===== src/rtl/microsequencer_if.sv =====
// Control-unit sequencing bus: microinstruction address control and opcode in,
// registered control state, retirement pulse, error flag and counters out.
interface microsequencer_if #(
    parameter int unsigned CNT_W = 16
);
    logic             en;
    logic [1:0]       addrctl;
    logic [5:0]       opcode;
    logic [3:0]       state;
    logic             instr_done;
    logic             illegal;
    logic [CNT_W-1:0] instr_count;
    logic [CNT_W-1:0] cycle_count;

    modport master (
        output en, addrctl, opcode,
        input  state, instr_done, illegal, instr_count, cycle_count
    );

    modport slave (
        input  en, addrctl, opcode,
        output state, instr_done, illegal, instr_count, cycle_count
    );
endinterface


===== src/rtl/microsequencer.sv =====
// Next-state engine for the multicycle MIPS control unit: holds the control
// state register, decodes address control / dispatch, flags errors, counts.
module microsequencer #(
    parameter int unsigned CNT_W    = 16,
    parameter logic [3:0]  FETCH_ST = 4'd0
) (
    input  logic             clk,
    input  logic             reset,
    microsequencer_if.slave  bus
);

    typedef enum logic [3:0] {
        FETCH   = 4'd0,
        DECODE  = 4'd1,
        MEMADR  = 4'd2,
        MEMRD   = 4'd3,
        MEMWB   = 4'd4,
        MEMWR   = 4'd5,
        RTYPEEX = 4'd6,
        RTYPEWB = 4'd7,
        BEQEX   = 4'd8,
        JEX     = 4'd9
    } state_e;

    localparam logic [1:0] AC_SEQ   = 2'b00;
    localparam logic [1:0] AC_DISP1 = 2'b01;
    localparam logic [1:0] AC_DISP2 = 2'b10;

    localparam logic [5:0] OP_RTYPE = 6'b000000;
    localparam logic [5:0] OP_LW    = 6'b100011;
    localparam logic [5:0] OP_SW    = 6'b101011;
    localparam logic [5:0] OP_BEQ   = 6'b000100;
    localparam logic [5:0] OP_J     = 6'b000010;

    state_e           state_q, state_d;
    logic             instr_done_q, instr_done_d;
    logic             illegal_q, illegal_d;
    logic [CNT_W-1:0] instr_cnt_q, instr_cnt_d;
    logic [CNT_W-1:0] cycle_cnt_q, cycle_cnt_d;

    // State and counter registers
    always_ff @(posedge clk or posedge reset) begin
        if (reset) begin
            state_q      <= state_e'(FETCH_ST);
            instr_done_q <= 1'b0;
            illegal_q    <= 1'b0;
            instr_cnt_q  <= '0;
            cycle_cnt_q  <= '0;
        end else begin
            state_q      <= state_d;
            instr_done_q <= instr_done_d;
            illegal_q    <= illegal_d;
            instr_cnt_q  <= instr_cnt_d;
            cycle_cnt_q  <= cycle_cnt_d;
        end
    end

    // Next-state decode; invalid current state overrides address control
    always_comb begin
        state_d      = state_q;
        instr_done_d = 1'b0;
        illegal_d    = illegal_q;
        instr_cnt_d  = instr_cnt_q;
        cycle_cnt_d  = cycle_cnt_q;

        if (bus.en) begin
            cycle_cnt_d = cycle_cnt_q + CNT_W'(1);

            if (state_q > JEX) begin
                state_d   = state_e'(FETCH_ST);
                illegal_d = 1'b1;
            end else begin
                unique case (bus.addrctl)
                    AC_SEQ: begin
                        // Sequencing past JEX would land on an invalid encoding
                        if (state_q == JEX) begin
                            state_d   = state_e'(FETCH_ST);
                            illegal_d = 1'b1;
                        end else begin
                            state_d = state_e'(state_q + 4'd1);
                        end
                    end
                    AC_DISP1: begin
                        unique case (bus.opcode)
                            OP_RTYPE:      state_d = RTYPEEX;
                            OP_LW, OP_SW:  state_d = MEMADR;
                            OP_BEQ:        state_d = BEQEX;
                            OP_J:          state_d = JEX;
                            default: begin
                                state_d   = state_e'(FETCH_ST);
                                illegal_d = 1'b1;
                            end
                        endcase
                    end
                    AC_DISP2: begin
                        unique case (bus.opcode)
                            OP_LW:   state_d = MEMRD;
                            OP_SW:   state_d = MEMWR;
                            default: begin
                                state_d   = state_e'(FETCH_ST);
                                illegal_d = 1'b1;
                            end
                        endcase
                    end
                    default: state_d = state_e'(FETCH_ST);
                endcase
            end

            // Any return to FETCH from elsewhere, error or not, retires
            if ((state_d == state_e'(FETCH_ST)) && (state_q != state_e'(FETCH_ST))) begin
                instr_done_d = 1'b1;
                instr_cnt_d  = instr_cnt_q + CNT_W'(1);
            end
        end
    end

    assign bus.state       = state_q;
    assign bus.instr_done  = instr_done_q;
    assign bus.illegal     = illegal_q;
    assign bus.instr_count = instr_cnt_q;
    assign bus.cycle_count = cycle_cnt_q;

endmodule


===== src/flat_wrapper.sv =====
// flat-port wrapper written by rule: the top's interface ports become plain ports
module microsequencer_flat 
#(
    parameter int unsigned CNT_W    = 16,
    parameter logic [3:0]  FETCH_ST = 4'd0
)
  (clk, reset, bus_en, bus_addrctl, bus_opcode, bus_state, bus_instr_done, bus_illegal, bus_instr_count, bus_cycle_count);
  microsequencer_if #(.CNT_W(CNT_W)) bus_i ();
  input  logic clk;
  input  logic reset;
  input wire logic [$bits(bus_i.en)-1:0] bus_en;
  input wire logic [$bits(bus_i.addrctl)-1:0] bus_addrctl;
  input wire logic [$bits(bus_i.opcode)-1:0] bus_opcode;
  output wire logic [$bits(bus_i.state)-1:0] bus_state;
  output wire logic [$bits(bus_i.instr_done)-1:0] bus_instr_done;
  output wire logic [$bits(bus_i.illegal)-1:0] bus_illegal;
  output wire logic [$bits(bus_i.instr_count)-1:0] bus_instr_count;
  output wire logic [$bits(bus_i.cycle_count)-1:0] bus_cycle_count;
  assign bus_i.en = bus_en;
  assign bus_i.addrctl = bus_addrctl;
  assign bus_i.opcode = bus_opcode;
  assign bus_state = bus_i.state;
  assign bus_instr_done = bus_i.instr_done;
  assign bus_illegal = bus_i.illegal;
  assign bus_instr_count = bus_i.instr_count;
  assign bus_cycle_count = bus_i.cycle_count;
  microsequencer #(.CNT_W(CNT_W), .FETCH_ST(FETCH_ST)) u_core (.clk(clk), .reset(reset), .bus(bus_i));
endmodule

===== config.mk =====
export PLATFORM = sky130hd
export DESIGN_NAME = microsequencer_flat
export DESIGN_NICKNAME = d
export VERILOG_FILES = /design/src/rtl/microsequencer_if.sv /design/src/rtl/microsequencer.sv /design/src/flat_wrapper.sv
export SDC_FILE = /design/constraint.sdc
export NUM_CORES = 1
export LEC_CHECK = 0
export CAP_MARGIN = 15
export CORE_MARGIN = 1
export CORE_UTILIZATION = 41
export DETAILED_ROUTE_END_ITERATION = 12
export GPL_ROUTABILITY_DRIVEN = 0
export GPL_TIMING_DRIVEN = 0
export PLACE_DENSITY_LB_ADDON = 0.05
export SLEW_MARGIN = 20
export SYNTH_ARGS = -nofsm -noshare
export SYNTH_HDL_FRONTEND = slang
export SYNTH_SLANG_ARGS = --single-unit

===== constraint.sdc =====
create_clock -name clk -period 2.4 [get_ports clk]
set_input_delay 0.36 -clock clk [delete_from_list [all_inputs] [get_ports clk]]
set_output_delay 0.36 -clock clk [all_outputs]
set_load 0.02 [all_outputs]

# --- After elaboration in Yosys (flattened, before gate mapping) ---
# Cells that the tools add are included.
totals:
  register_bits: 38
  input_bits: 11
  out_inout_bits: 38
  elab_cells: 42
classes:
  n_addsub: 3
  n_lt_le_gt_ge: 1
  n_eq_ne: 10
  n_mux: 13
  n_reduce_logical: 10
ops:
  columns: ["operator", "count"]
  rows:
  - ["$add A16 B1 Y16 const B", 2]
  - ["$pmux W4 S4", 1]
  - ["$eq A6 B6 Y1 const B", 2]
  - ["$mux W4", 3]
  - ["$pmux W4 S3", 1]
  - ["$reduce_bool A4 Y1", 2]
  - ["$eq A6 B2 Y1 const B", 1]
  - ["$eq A6 B3 Y1 const B", 1]
  - ["$logic_not A6 Y1", 1]
  - ["$mux W1", 6]
  - ["$ne A3 B2 Y1 const B", 2]
  - ["$pmux W3 S2", 1]
  - ["$reduce_and A5 Y1", 1]
  - ["$reduce_or A5 Y1", 1]
  - ["$add A4 B1 Y4 const B", 1]
  - ["$eq A4 B4 Y1 const B", 1]
  - ["$gt A4 B4 Y1 const B", 1]
  - ["$logic_not A4 Y1", 1]
  - ["$ne A3 B1 Y1 const B", 1]
  - ["$pmux W1 S3", 1]
  - ["$eq A2 B1 Y1 const B", 1]
  - ["$eq A2 B2 Y1 const B", 1]
  - ["$logic_not A2 Y1", 1]
  - ["$reduce_and A2 Y1", 1]
  - ["other kinds (2)", 2]

# --- Logic depth before layout (Yosys ltp) ---
# Gate-level depths: netlist of the first run.
logic_depth:
  word_depth: 10
  depth_mapped: 10
  mapped_depth_nobuf: 8

# --- Least setup slack after synthesis of the first run ---
# Ideal clock, no wire load.
synth_timing:
  path_type: "reg2reg"
  start: "register u_core.state_q[0] (netlist: u_core.bus.state[0])"
  end: "register u_core.instr_cnt_q[1] (netlist: u_core.bus.instr_count[1])"
  setup_time_ns: 0.127
  t_arrival_ns: 1.832
  required_time_ns: 2.273
  path_slack_ns: 0.440
  stages_incl_launch_ff: 7
  path_buffers: 1
  synth_period_minus_slack_ns: 1.960
  cell_sequence: "dfrtp_1 or4b_1 a21oi_1 a31oi_1 and4_1 buf_6 mux2_1"
synth_via:
  elab_chain_len: 8
  elab_cells_between_ends: 11
synth_rtl:
  columns: ["item", "line_no", "text"]
  rows:
  - ["from (decl)", "microsequencer.sv:35", "state_e state_q, state_d;"]
  - ["from (signal assigned)", "microsequencer.sv:44", "state_q <= state_e'(FETCH_ST);"]
  - ["from (signal assigned)", "microsequencer.sv:50", "state_q <= state_d;"]
  - ["$add A4 B1 Y4 or $eq A4 B4 Y1 (tied branches)", "microsequencer.sv:80, microsequencer.sv:76", null]
  - ["$mux W4", "microsequencer.sv:76", "if (state_q == JEX) begin"]
  - ["$pmux W4 S3", "microsequencer.sv:73", "unique case (bus.addrctl)"]
  - ["$mux W4", "microsequencer.sv:69", "if (state_q > JEX) begin"]
  - ["$mux W4", "microsequencer.sv:66", "if (bus.en) begin"]
  - ["$logic_not A4 Y1", "microsequencer.sv:110", "if ((state_d == state_e'(FETCH_ST)) && (state_q != state_e'(FETCH_ST))) begin"]
  - ["$logic_and A1 B1 Y1 *", "microsequencer.sv:110", null]
  - ["$reduce_and A2 Y1 (no source line) *", null, null]
  - ["to (signal assigned)", "microsequencer.sv:53", "instr_cnt_q <= instr_cnt_d;"]
  - ["to (decl)", "microsequencer.sv:38", "logic [CNT_W-1:0] instr_cnt_q, instr_cnt_d;"]
# Mark *: on every way between the ends. The rest lies on a longest branch, timed or not. The select of a mux whose other input is x is not followed.
# A chain may end at the register's enable or synchronous reset.

# --- Worst setup path after layout of the first run ---
layout_timing:
  start: "input port bus_addrctl[0]"
  end: "register u_core.instr_cnt_q[10] (netlist: u_core.bus.instr_count[10])"
layout_via:
  elab_chain_len: 7
  elab_cells_between_ends: 9
layout_rtl:
  columns: ["item", "line_no", "text"]
  rows:
  - ["from (decl)", "flat_wrapper.sv:12", "input wire logic [$bits(bus_i.addrctl)-1:0] bus_addrctl;"]
  - ["$eq A2 B2 Y1, or another cell as far along", "microsequencer.sv:73", null]
  - ["$pmux W4 S3 *", "microsequencer.sv:73", null]
  - ["$mux W4 *", "microsequencer.sv:69", null]
  - ["$mux W4 *", "microsequencer.sv:66", null]
  - ["$logic_not A4 Y1 *", "microsequencer.sv:110", null]
  - ["$logic_and A1 B1 Y1 *", "microsequencer.sv:110", null]
  - ["$reduce_and A2 Y1 (no source line) *", null, null]
# Marked as above.

==> results.sh, run 1 <==
export IMPL_htree_num_levels=2
export IMPL_antenna_found_initial=0
export IMPL_route_detailed_drc=0
export IMPL_seq_area_frac_synth_pct=48.0
export IMPL_yosys_top_cells_count="38 x dfrtp_1, 26 x xnor2_1, 15 x nand2_1, 12 x nand4_1, 9 x nor2_1"
export IMPL_cts_tree="built"
export IMPL_rows=24
export IMPL_drv_cap=0
export IMPL_post_route_min_period_ns=2.23
export IMPL_synth_distinct_cells=41
export IMPL_core_area_sq_mm=0.00450
export IMPL_viasPerCell=5.33
export IMPL_first_pass_iters=4
export IMPL_grt_usage_pct=17.6
export IMPL_met3_usage_pct=3.80
export IMPL_cp_arrival_ns=2.41
export IMPL_gr_usage_met1_pct=23.3
export IMPL_grt_max_degree=39
export IMPL_synth_largest_area_cell="dfrtp_1"
export IMPL_syn_nets=199
export IMPL_cts_max_path_buffers=2
export IMPL_finalNonFillerCells=290
export IMPL_ant_nets=0
export IMPL_cts_setup_buffers=0
export IMPL_rsz0062_at_grt="false"
export IMPL_syn_area_sq_mm=0.00198
export IMPL_ys_flop_type="dfrtp_1"
export IMPL_grt_busiest_layer="met2"
export IMPL_antenna_cells=0
export IMPL_critPathRequiredTime_ns=2.57
export IMPL_setup_viol=0
export IMPL_gr_usage_met2_pct=28.5
export IMPL_clock_fmax_mhz=448
export IMPL_yosysMostFrequentCell="dfrtp_1"
export IMPL_fp_dieH_microns=71.5
export IMPL_synth_area_top_cells="dfrtp_1 48%, xnor2_1 12%, ha_1 3.8%, nand4_1 3.8%, nand2_1 2.8%"
export IMPL_vias=1546
export IMPL_slew_violations=0
export IMPL_p_leak_uw=0.00115
export IMPL_hold_viol=0
export IMPL_fp_dieW_microns=71.5
export IMPL_crit_path_start_kind="input pin"
export IMPL_worstSkewPairLatency_ns=0.29
export IMPL_period_share_pct=93.1
export IMPL_start_util_pct=43.9
export IMPL_power_total_uw=2170
export IMPL_critPathMaxFanout=10
export IMPL_cts_resized=0
export IMPL_avgSynthCellArea_sq_um=10.9
export IMPL_hpwl_mm=2.91
export IMPL_ys_async_sr_fraction_pct=100
export IMPL_crit_type="in -> reg"
export IMPL_drt_iter0_drc=92
export IMPL_drive_above_1_share_pct=9.66
export IMPL_ys_seq_elements=38
export IMPL_fin_skew_ns=0.00464
export IMPL_clock_sinks=38
export IMPL_holdBufCountCts=0
export IMPL_grt_pass1_vias=1596
export IMPL_outcome="finished, final reports clean"
export IMPL_holdCritPathClass="reg -> reg"
export IMPL_grt_pass1_wl_mm=7.16
export IMPL_place_detailed_instances=282
export IMPL_nNetsFinal=254
export IMPL_final_util_pct=59.1
export IMPL_synth_edff_count=0
export IMPL_relSlewSlack_pct=48.0
export IMPL_syn_inst=182
export IMPL_io_buffer_count=48
export IMPL_ys_warn_count=0
export IMPL_cts_made_buffers=5
export IMPL_wl_per_cell_microns=13.9
export IMPL_powerDensity_mw_per_mm2=814
export IMPL_endpoint_kind="flop"
export IMPL_boundaryPins=49
export IMPL_wl_mm=4.03
export IMPL_vdd_ir_drop_max_uv=617
export IMPL_overflow=0
export IMPL_area_delta_synth_final_pct=34.5
export IMPL_clk_pin_slew_ns=0.07
export IMPL_whs_ns=0.466
export IMPL_worst_slew_pin_slew_ns=0.779
export IMPL_netlist_area_leader_share_pct=48.0
export IMPL_die_area_sq_mm=0.00511
export IMPL_clock_root_buffer="clkbuf_8"
==> flip-flops by register name, indices dropped and copies added, names as in the netlist <==
name and flops:
u_core.bus.instr_count 16, u_core.bus.state 4, u_core.bus.cycle_count 16, u_core.bus.instr_done 1
u_core.bus.illegal 1
==> critical path: stages <==
cell and delay [ns]:
clkdlybuf4s50_1 0.51, inv_1 0.07, ha_1 0.27, nand2_1 0.10, mux2i_1 0.09, o31ai_1 0.25, and4_1 0.23, buf_6 0.15
buf_12 0.14, nand4_2 0.09, xnor2_1 0.15
==> final timing paths <==
path,to,slack [ns],start,cells past startpoint
worst max register to register,u_core.bus.instr_count[10]$_DFFE_PP0P_,0.34,u_core.bus.state[0]$_DFFE_PP0P_,8
worst min-delay path,u_core.bus.illegal$_DFFE_PP0P_,0.47,u_core.bus.illegal$_DFFE_PP0P_,1
min in group asynchronous,u_core.bus.cycle_count[14]$_DFFE_PP0P_,0.53,reset,2
max in group asynchronous,u_core.bus.state[0]$_DFFE_PP0P_,1.37,reset,2
worst min register to register,u_core.bus.illegal$_DFFE_PP0P_,0.47,u_core.bus.illegal$_DFFE_PP0P_,1
worst max-delay path,u_core.bus.instr_count[10]$_DFFE_PP0P_,0.17,bus_addrctl[0],11
==> where the power goes <==
| group | switching, uW | internal, uW | total (uW) |
|---|---|---|---|
| combinational | 298 | 316 | 614 |
| sequential | 158 | 746 | 904 |
| clock | 234 | 416 | 651 |
==> per-layer routing <==
metal / vias to the layer above / share of wire, %
met1: 748 / 47
li1: 749 / -
met3: 6 / 4.7
met4: 0 / 1.2
met2: 43 / 47
met5: - / 0
==> layout by cell type, fill, tap and decap left out, drive strengths merged, types with 2 or more instances in the layout <==
cell type / count
mux2: 3
inv: 7
mux2i: 2
nand2: 16
xnor2: 26
o31ai: 2
nand4: 15
clkbuf: 6
clkdlybuf4s50: 48
xor2: 6
and2: 2
a21oi: 3
nand3: 10
and3: 6
buf: 3
o21ai: 5
nor3: 3
nor2: 9
ha: 6
dfrtp: 38
nand2b: 4
bufinv: 2
==> layout make-up <==
cell class / instances / area (sq um)
Fill cell: 384 / 1840
Multi-Input combinational cell: 133 / 963
Sequential cell: 38 / 951
Timing Repair Buffer: 48 / 480
Clock buffer: 5 / 68.8
Clock inverter: 3 / 68.8
Tap cell: 52 / 65.1
Buffer: 4 / 38.8
Inverter: 7 / 26.3
==> cells by family after synthesis <==
| group | count (synthesis) | share of synthesized area (%) |
|---|---|---|
| flops | 38 | 48.0 |
| compound gates | 16 | 5.44 |
| xor+xnor | 32 | 14.2 |
| simple gates | 74 | 22.6 |
| buf+inv | 11 | 3.29 |
| fa+ha+maj | 6 | 3.79 |
| mux | 5 | 2.72 |
==> through the flow <==
| step | setup TNS [ns] | setup slack [ns] | cell area (sq um) |
|---|---|---|---|
| final | 0 | 0.166 | 2660 |
| after CTS | 0 | 0.175 | 2660 |
| after floorplan | 0 | 0.440 | 1980 |
| after global placement | -0.537 | -0.0978 | 2520 |
| after global routing | 0 | 0.00316 | 2660 |
| after detailed placement | -0.892 | -0.130 | 2520 |
No activity file was read; power rests on OpenSTA's default activity.
==> inputs of run 2 (changes only) <==
CELL_PAD_IN_SITES_DETAIL_PLACEMENT = 0   (was unset)
CELL_PAD_IN_SITES_GLOBAL_PLACEMENT = 1   (was unset)
CORE_UTILIZATION = 38   (was 41)
==> run 2 against run 1 <==
Net effect:
- core utilization shrank 4.7 points
- critical path depth decreased by 1
- non-clock buffer count did not move
- largest power group unchanged
==> results.sh, run 2 (synthesis results as in run 1) <==
export IMPL_outcome="finished, final reports clean"
export IMPL_cp_arrival_ns=2.45
export IMPL_cts_made_buffers=5
export IMPL_vdd_ir_drop_max_uv=533
export IMPL_fp_dieH_microns=74.2
export IMPL_fin_skew_ns=0.00522
export IMPL_endpoint_kind="flop"
export IMPL_cts_max_path_buffers=2
export IMPL_period_share_pct=94.6
export IMPL_grt_max_degree=39
export IMPL_drv_cap=0
export IMPL_grt_usage_pct=16.4
export IMPL_drive_above_1_share_pct=10.9
export IMPL_cts_resized=0
export IMPL_setup_viol=0
export IMPL_p_leak_uw=0.00114
export IMPL_antenna_found_initial=0
export IMPL_relSlewSlack_pct=47.6
export IMPL_hpwl_mm=3.00
export IMPL_powerDensity_mw_per_mm2=745
export IMPL_io_buffer_count=48
export IMPL_n_fill_cell=448
export IMPL_worst_slew_pin_slew_ns=0.784
export IMPL_grt_pass1_vias=1540
export IMPL_wl_per_cell_microns=13.4
export IMPL_wl_mm=4.09
export IMPL_power_total_uw=1980
export IMPL_holdBufCountCts=0
export IMPL_clock_fmax_mhz=441
export IMPL_layout_commonest_cell="clkdlybuf4s50_1"
export IMPL_area_delta_synth_final_pct=34.2
export IMPL_holdCritPathClass="reg -> reg"
export IMPL_post_route_min_period_ns=2.27
export IMPL_antenna_cells=0
export IMPL_drt_iter0_drc=64
export IMPL_crit_path_start_kind="input pin"
export IMPL_stdcell_area_sq_mm=0.00266
export IMPL_fp_dieW_microns=74.2
export IMPL_boundaryPins=49
export IMPL_clock_root_buffer="clkbuf_8"
export IMPL_vias=1558
export IMPL_whs_ns=0.465
export IMPL_route_detailed_drc=0
export IMPL_critPathRequiredTime_ns=2.58
export IMPL_cts_setup_buffers=0
export IMPL_die_area_sq_mm=0.00550
export IMPL_overflow=0
export IMPL_critPathMaxFanout=10
export IMPL_crit_type="in -> reg"
export IMPL_ant_nets=0
export IMPL_cts_tree="built"
export IMPL_htree_num_levels=2
export IMPL_clk_pin_slew_ns=0.08
export IMPL_worstSkewPairLatency_ns=0.29
export IMPL_core_area_sq_mm=0.00488
export IMPL_clock_sinks=38
export IMPL_hold_viol=0
export IMPL_mostFrequentLayoutCells="47 x clkdlybuf4s50_1, 38 x dfrtp_1, 25 x xnor2_1"
export IMPL_place_area_sq_mm=0.00254
export IMPL_start_util_pct=40.6
export IMPL_nNetsFinal=254
export IMPL_viasPerCell=5.11
export IMPL_grt_pass1_wl_mm=6.80
export IMPL_first_pass_iters=4
export IMPL_slew_violations=0
export IMPL_rows=25
[run 2: stage by stage]
stage	util [%]	std cells	TNS [ns]	setup slack, ns
2_1_floorplan	-	182	0	0.440
4_1_cts	54.1	305	0	0.135
3_5_place_dp	52.1	297	-1.77	-0.176
5_1_grt	54.4	305	-0.00457	-0.00457
6_report	54.4	305	0	0.130
3_3_place_gp	52.1	297	-0.785	-0.120
[run 2: routing by layer]
| layer | part of all wire, % | track usage [%] | wire [microns] |
|---|---|---|---|
| met5 | 0 | 0 | 0 |
| met4 | 1.6 | 8.33 | 64 |
| met3 | 4.2 | 3.12 | 170 |
| met2 | 50 | 29.1 | 2050 |
| met1 | 44 | 18.7 | 1800 |
[run 2: final cells by class]
class                   count  area (sq um)  share of cell area (%)
well taps                  67          83.8                    3.16
repair buffers             48           483                    18.2
inverters                   7          26.3                   0.989
multi-input cells         133           978                    36.8
clock buffers               6          82.6                    3.11
clock inverters             2          12.5                   0.471
flip-flops and latches     38           951                    35.8
plain buffers               4          38.8                    1.46
[run 2: final timing paths]
| check | startpoint | to | slack, ns | cells past startpoint |
|---|---|---|---|---|
| min | u_core.bus.illegal$_DFFE_PP0P_ | u_core.bus.illegal$_DFFE_PP0P_ | 0.47 | 1 |
| min reg2reg | u_core.bus.illegal$_DFFE_PP0P_ | u_core.bus.illegal$_DFFE_PP0P_ | 0.47 | 1 |
| max in group asynchronous | reset | u_core.bus.cycle_count[7]$_DFFE_PP0P_ | 1.37 | 2 |
| max reg2reg | u_core.bus.state[0]$_DFFE_PP0P_ | u_core.bus.instr_count[14]$_DFFE_PP0P_ | 0.39 | 8 |
| min in group asynchronous | reset | u_core.bus.cycle_count[12]$_DFFE_PP0P_ | 0.53 | 2 |
| max | bus_addrctl[0] | u_core.bus.instr_count[14]$_DFFE_PP0P_ | 0.13 | 10 |
[run 2: where the power goes]
part	total, uW	switching, uW	internal [uW]
Sequential	903	157	746
Combinational	615	298	316
Clock	461	230	231
[run 2: critical path: stages]
cell and delay, ns:
clkdlybuf4s50_1 0.52, inv_1 0.08, ha_2 0.21, o211a_1 0.26, o31ai_2 0.24, and4_1 0.24, buf_6 0.14, buf_12 0.14
nand4_2 0.11, xnor2_2 0.15
